--- config.mk ---
export PLATFORM = sky130hd
export DESIGN_NAME = ula_seq
export DESIGN_NICKNAME = d
export VERILOG_FILES = /design/src/rtl/ula_pkg.sv /design/src/rtl/regfile_8x16.sv /design/src/rtl/ula_seq.sv
export SDC_FILE = /design/constraint.sdc
export NUM_CORES = 1
export LEC_CHECK = 0
export ABC_AREA = 1
export CORE_UTILIZATION = 45
export CTS_CLUSTER_DIAMETER = 60
export CTS_CLUSTER_SIZE = 40
export DETAILED_ROUTE_END_ITERATION = 10
export GPL_TIMING_DRIVEN = 1
export PLACE_DENSITY_LB_ADDON = 0.08
export SETUP_SLACK_MARGIN = 0.2
export SLEW_MARGIN = 30
export SYNTH_ARGS = -nofsm -noshare
export SYNTH_HDL_FRONTEND = slang
export SYNTH_SLANG_ARGS = --single-unit
--- constraint.sdc ---
create_clock -name clock -period 1.7 [get_ports clock]
set_input_delay 0.51 -clock clock [delete_from_list [all_inputs] [get_ports clock]]
set_output_delay 0.51 -clock clock [all_outputs]
set_load 0.01 [all_outputs]
--- src/rtl/ula_pkg.sv ---
// Shared definitions for the ula_seq issue/writeback controller: ALU op codes,
// FSM state encoding and instruction field positions.
package ula_pkg;

   localparam int ULA_DATA_W = 16;
   localparam int ULA_NREG   = 8;
   localparam int REG_AW     = 3;
   localparam int INSTR_W    = 16;
   localparam int IMM_W      = 10;

   localparam logic [2:0] ULA_ADD = 3'b000;
   localparam logic [2:0] ULA_SUB = 3'b001;
   localparam logic [2:0] ULA_SLL = 3'b010;
   localparam logic [2:0] ULA_SRL = 3'b011;
   localparam logic [2:0] ULA_OR  = 3'b100;
   localparam logic [2:0] ULA_SLT = 3'b101;

   localparam int F_OP_LSB = 13;
   localparam int F_RD_LSB = 10;
   localparam int F_RS_LSB = 7;
   localparam int F_RT_LSB = 4;
   localparam int F_LI_BIT = 3;

   typedef enum logic [1:0] {
      ST_IDLE = 2'd0,
      ST_READ = 2'd1,
      ST_EXEC = 2'd2,
      ST_WB   = 2'd3
   } state_e;

   function automatic logic [2:0] fld3(input logic [INSTR_W-1:0] w, input int lsb);
      return w[lsb +: 3];
   endfunction

endpackage

--- src/rtl/regfile_8x16.sv ---
// Register file: two combinational operand read ports, one debug read port,
// one synchronous write port. Build macro ULA_SEQ_ZERO_REG_EN hardwires reg[0] to zero.
module regfile_8x16
   import ula_pkg::*;
#(
   parameter int DATA_W = ULA_DATA_W,
   parameter int NREG   = ULA_NREG
) (
   input  logic              clock,
   input  logic              reset,
   input  logic [REG_AW-1:0] i_ra0,
   input  logic [REG_AW-1:0] i_ra1,
   input  logic [REG_AW-1:0] i_rad,
   output logic [DATA_W-1:0] o_rd0,
   output logic [DATA_W-1:0] o_rd1,
   output logic [DATA_W-1:0] o_rdd,
   input  logic              i_we,
   input  logic [REG_AW-1:0] i_wa,
   input  logic [DATA_W-1:0] i_wd
);

   logic [DATA_W-1:0] r_mem [NREG];
   logic              w_wr_en;

`ifdef ULA_SEQ_ZERO_REG_EN
   assign w_wr_en = i_we && (i_wa != '0);
`else
   assign w_wr_en = i_we;
`endif

   always_ff @(posedge clock) begin
      if (reset) begin
         for (int i = 0; i < NREG; i++) begin
            r_mem[i] <= '0;
         end
      end else if (w_wr_en) begin
         r_mem[i_wa] <= i_wd;
      end
   end

   // No write bypass: a write becomes visible on the reads only after its edge.
   always_comb begin
      o_rd0 = r_mem[i_ra0];
      o_rd1 = r_mem[i_ra1];
      o_rdd = r_mem[i_rad];
`ifdef ULA_SEQ_ZERO_REG_EN
      if (i_ra0 == '0) o_rd0 = '0;
      if (i_ra1 == '0) o_rd1 = '0;
      if (i_rad == '0) o_rdd = '0;
`endif
   end

endmodule

--- src/rtl/ula_seq.sv ---
// Multi-cycle issue/writeback controller for the external 16-bit ALU (ula).
// Optional build macro ULA_SEQ_ZERO_REG_EN (handled in regfile_8x16) makes reg[0] read as zero.
//
// state   | meaning
// IDLE    | instr_ready=1, waiting for instr_valid; instruction latched on accept
// READ    | operands read from regfile, registered onto alu_a/alu_b/alu_op
// EXEC    | ALU settles; alu_out captured into the result register
// WB      | result written to reg[rd]; done pulses with wb_addr/wb_data
module ula_seq
   import ula_pkg::*;
#(
   parameter int DATA_W = ULA_DATA_W,
   parameter int NREG   = ULA_NREG
) (
   input  logic               clock,
   input  logic               reset,
   input  logic [INSTR_W-1:0] instr,
   input  logic               instr_valid,
   output logic               instr_ready,
   output logic [2:0]         alu_op,
   output logic [DATA_W-1:0]  alu_a,
   output logic [DATA_W-1:0]  alu_b,
   input  logic [DATA_W-1:0]  alu_out,
   output logic               done,
   output logic [REG_AW-1:0]  wb_addr,
   output logic [DATA_W-1:0]  wb_data,
   input  logic [REG_AW-1:0]  dbg_addr,
   output logic [DATA_W-1:0]  dbg_data
);

   state_e             r_state;
   state_e             w_state_nxt;

   logic [2:0]         r_op;
   logic [REG_AW-1:0]  r_rd;
   logic [REG_AW-1:0]  r_rs;
   logic [REG_AW-1:0]  r_rt;
   logic [2:0]         r_alu_op;
   logic [DATA_W-1:0]  r_alu_a;
   logic [DATA_W-1:0]  r_alu_b;
   logic [DATA_W-1:0]  r_result;

   logic               w_accept;
   logic               w_li;
   logic [DATA_W-1:0]  w_imm;
   logic [DATA_W-1:0]  w_rd0;
   logic [DATA_W-1:0]  w_rd1;
   logic               w_wb;

   assign w_accept = (r_state == ST_IDLE) && instr_valid;
   assign w_li     = instr[F_LI_BIT];
   // The immediate is instr[9:0] taken verbatim, so it includes the li flag bit.
   assign w_imm    = {{(DATA_W-IMM_W){1'b0}}, instr[IMM_W-1:0]};
   assign w_wb     = (r_state == ST_WB);

   always_ff @(posedge clock) begin
      if (reset) begin
         r_state  <= ST_IDLE;
         r_op     <= ULA_ADD;
         r_rd     <= '0;
         r_rs     <= '0;
         r_rt     <= '0;
         r_alu_op <= ULA_ADD;
         r_alu_a  <= '0;
         r_alu_b  <= '0;
         r_result <= '0;
      end else begin
         r_state <= w_state_nxt;
         if (w_accept) begin
            r_op <= fld3(instr, F_OP_LSB);
            r_rd <= fld3(instr, F_RD_LSB);
            r_rs <= fld3(instr, F_RS_LSB);
            r_rt <= fld3(instr, F_RT_LSB);
            if (w_li) begin
               r_result <= w_imm;
            end
         end
         if (r_state == ST_READ) begin
            r_alu_op <= r_op;
            r_alu_a  <= w_rd0;
            r_alu_b  <= w_rd1;
         end
         if (r_state == ST_EXEC) begin
            r_result <= alu_out;
         end
      end
   end

   always_comb begin
      w_state_nxt = r_state;
      case (r_state)
         ST_IDLE: begin
            if (instr_valid) begin
               w_state_nxt = w_li ? ST_WB : ST_READ;
            end
         end
         ST_READ: w_state_nxt = ST_EXEC;
         ST_EXEC: w_state_nxt = ST_WB;
         ST_WB:   w_state_nxt = ST_IDLE;
         default: w_state_nxt = ST_IDLE;
      endcase
   end

   regfile_8x16 #(
      .DATA_W (DATA_W),
      .NREG   (NREG)
   ) u_regfile (
      .clock (clock),
      .reset (reset),
      .i_ra0 (r_rs),
      .i_ra1 (r_rt),
      .i_rad (dbg_addr),
      .o_rd0 (w_rd0),
      .o_rd1 (w_rd1),
      .o_rdd (dbg_data),
      .i_we  (w_wb),
      .i_wa  (r_rd),
      .i_wd  (r_result)
   );

   assign instr_ready = (r_state == ST_IDLE);
   assign alu_op      = r_alu_op;
   assign alu_a       = r_alu_a;
   assign alu_b       = r_alu_b;
   assign done        = w_wb;
   assign wb_addr     = r_rd;
   assign wb_data     = r_result;

endmodule

==> out/qor.yml <==
setup.worst_path.class: "reg2out"
gr-total-overflow: 0
rows: 56
clock_path_buffers: 2
pin_count: 110
die_y_um: 157
status: "finished, violations left"
cp-start-kind: "flop"
final_cell_mix: "nand2_1 (341), nand3_1 (208), buf_4 (207)"
synth_nets: 1492
wire_per_inst_um: 21.5
die-area_mm2: 0.0246
final_common_cell: "nand2_1"
area_delta_synth_final_pct: 57.3
yosysWarningCount: 0
cts_num_sinks: 193
hold_end: "wb_data[11]$_SDFFE_PP0P_"
reg2reg_slack_ps: 0
drc: 0
finalCritPeriodShare_pct: 126
drv_slew: 0
drtIter0Drc: 1487
coreArea_mm2: 0.0235
path_cells: "inv_1, a21oi_2, o21ai_1, nand3_1, o21a_1, buf_2"
grtUsageMet3_pct: 7.42
cp_data_arrival_time_ps: 1640
path_max_fanout: 2
synth.cell_area_mm2: 0.0108
hp-class: "reg2reg"
yosysSeqAreaShare_pct: 47.8
p_per_area_mw_per_mm2: 1050
maxCapViolCount: 0
maxSlewHeadroom_pct: 46.8
slowest_stage: "edfxtp_1"
final_hold_viol_count: 0
antennaDiodeCount: 0
post_synth_num_cell_types: 23
grt_max_degree: 69
grt_pass1_wl_um: 61900
cts_tree: "done"
worst_slew_pin_slew_ps: 797
numCtsBuffers: 17
reg2regPathDepth: 8
grt_use_total_pct: 33.9
fin_util_pct: 72.2
fmax_ghz: 0.465
vias: 12083
cellLeakagePower_nw: 7.09
min_delay_path_depth: 2
slowest_delay_ps: 440
via_per_inst: 5.76
cts-root-buf: "clkbuf_16"
setup_violations: 23
use_met1_pct: 48.3
syn_inst: 1448
fin_setup_tns_ps: -5770
h-tree-depth: 4
path_clk_slew_ps: 90
wl_um: 45200
hp-start: "wb_data[11]$_SDFFE_PP0P_"
die_w_um: 157
layout-drive-gt1-share_pct: 42.4
rsz0062_at_grt: "yes"
violations: "setup timing"
critPathCaptureType: "output port"
ys_ff_latch: 193
ant_nets: 0
r2r-start: "r_state[0]$_SDFFE_PP0P_"
required_ps: 1190
gp_congestion: 0.874
cpLargestDelayFamily: "flip-flops"
grt_pass1_vias: 10413
avgSynthCellArea_um2: 7.44
layout_setup_ws_ps: -450
dr.pass1.iters: 6
antenna_found_initial: 0
nets: 1811
critPathBufInv: 2
io_buffers: 109
initial_core_util_pct: 45.9
fin_skew_ps: 18.0
irDropWorstVdd_mv: 0.869
clk_latency_ps: 460
dp_slack_ps: -840
finalCriticalPeriod_ps: 2150
top_usage_layer: "met2"
dp_hpwl_um: 25200
met2_usage_pct: 50.8
crit_start: "u_regfile.r_mem[2][4]$_SDFFCE_PN0P_"
r2r_end: "u_regfile.r_mem[7][0]$_SDFFCE_PN0P_"
-- cells in the mapped netlist --
library cell	count	share of area [%]
edfxtp_1	128	36
dfxtp_1	65	12
clkbuf_2	3	0.14
nor2_1	144	5.0
buf_6	14	1.5
nand2_2	9	0.52
clkinv_1	12	0.42
a21oi_1	121	5.6
o21ai_1	4	0.19
buf_4	6	0.42
o21a_1	16	1.1
clkbuf_1	27	0.94
nand2_1	357	12
ha_1	6	0.70
o21ai_0	119	5.5
buf_1	1	0.035
o21ai_2	1	0.081
nand3_1	208	9.7
buf_2	48	2.2
nor2_4	2	0.21
inv_2	3	0.10
a31oi_1	2	0.12
inv_1	152	5.3
-- sequential cells by signal, indices dropped and copies added, names as in the netlist --
name and count:
u_regfile.r_mem 128, alu_a 16, alu_b 16, wb_data 16, alu_op 3, r_op 3
r_rs 3, r_rt 3, wb_addr 3, r_state 2
-- stage by stage --
step	hold slack [ps]	instance area, µm²	std cells	total power (W)
final	474	16900	2099	0.0178
after global routing	491	16900	2099	0.0185
after CTS	471	15700	2071	0.0166
after detailed placement	469	13600	1976	0.0118
after global placement	472	13600	1976	0.0117
after floorplan	456	11200	1448	0.00934
-- how the worst max path moves through the flow --
stage	end	cells after the start
2_1_floorplan	dbg_data[14]	7
3_3_place_gp	dbg_data[5]	6
3_5_place_dp	dbg_data[6]	6
4_1_cts	dbg_data[6]	6
5_1_grt	dbg_data[4]	6
6_report	dbg_data[4]	6
-- routing by layer --
layer	part of all wire (%)	up-vias
met5	0	-
met4	4.1	0
met3	12	149
met2	44	910
met1	39	5617
li1	-	5407
-- final cells by class --
cell class / instances / area [µm²]
tap: 319 / 399
clock inverter: 15 / 209
sequential: 193 / 5210
timing repair buffer: 391 / 3800
inverter: 167 / 664
clock buffer: 17 / 425
multi-input combinational: 997 / 6240
fill: 1702 / 6530
-- power by group --
| group | total, W | internal [W] | switching (W) |
|---|---|---|---|
| Sequential | 0.00596 | 0.00562 | 0.000339 |
| Combinational | 0.00742 | 0.00287 | 0.00454 |
| Clock | 0.00439 | 0.00207 | 0.00232 |
| Total | 0.0178 | 0.0106 | 0.00720 |
-- repair_timing --
action | in CTS | in global routing
pin swaps | 27 | 54
gates cloned | 23 | 6
buffers inserted | 40 | 22
endpoints found under the setup margin | 325 | 336
hold buffers | 0 | 0
gates resized for setup | 560 | 293
-- tightest hold or removal path, stage by stage, from the launching register on --
cell,delay (ps)
dfxtp_2,350
nand2_4,60
a21oi_2,40
-- logic make-up after synthesis --
| group | Yosys count | share of synthesized area (%) |
|---|---|---|
| flip-flops | 193 | 47.8 |
| AND/OR/NAND/NOR | 720 | 27.9 |
| AO/OA/AOI/OAI | 263 | 12.6 |
| buffers and inverters | 266 | 11.0 |
| adder cells (fa/ha/maj) | 6 | 0.697 |
(Power assumes the default switching activity.)
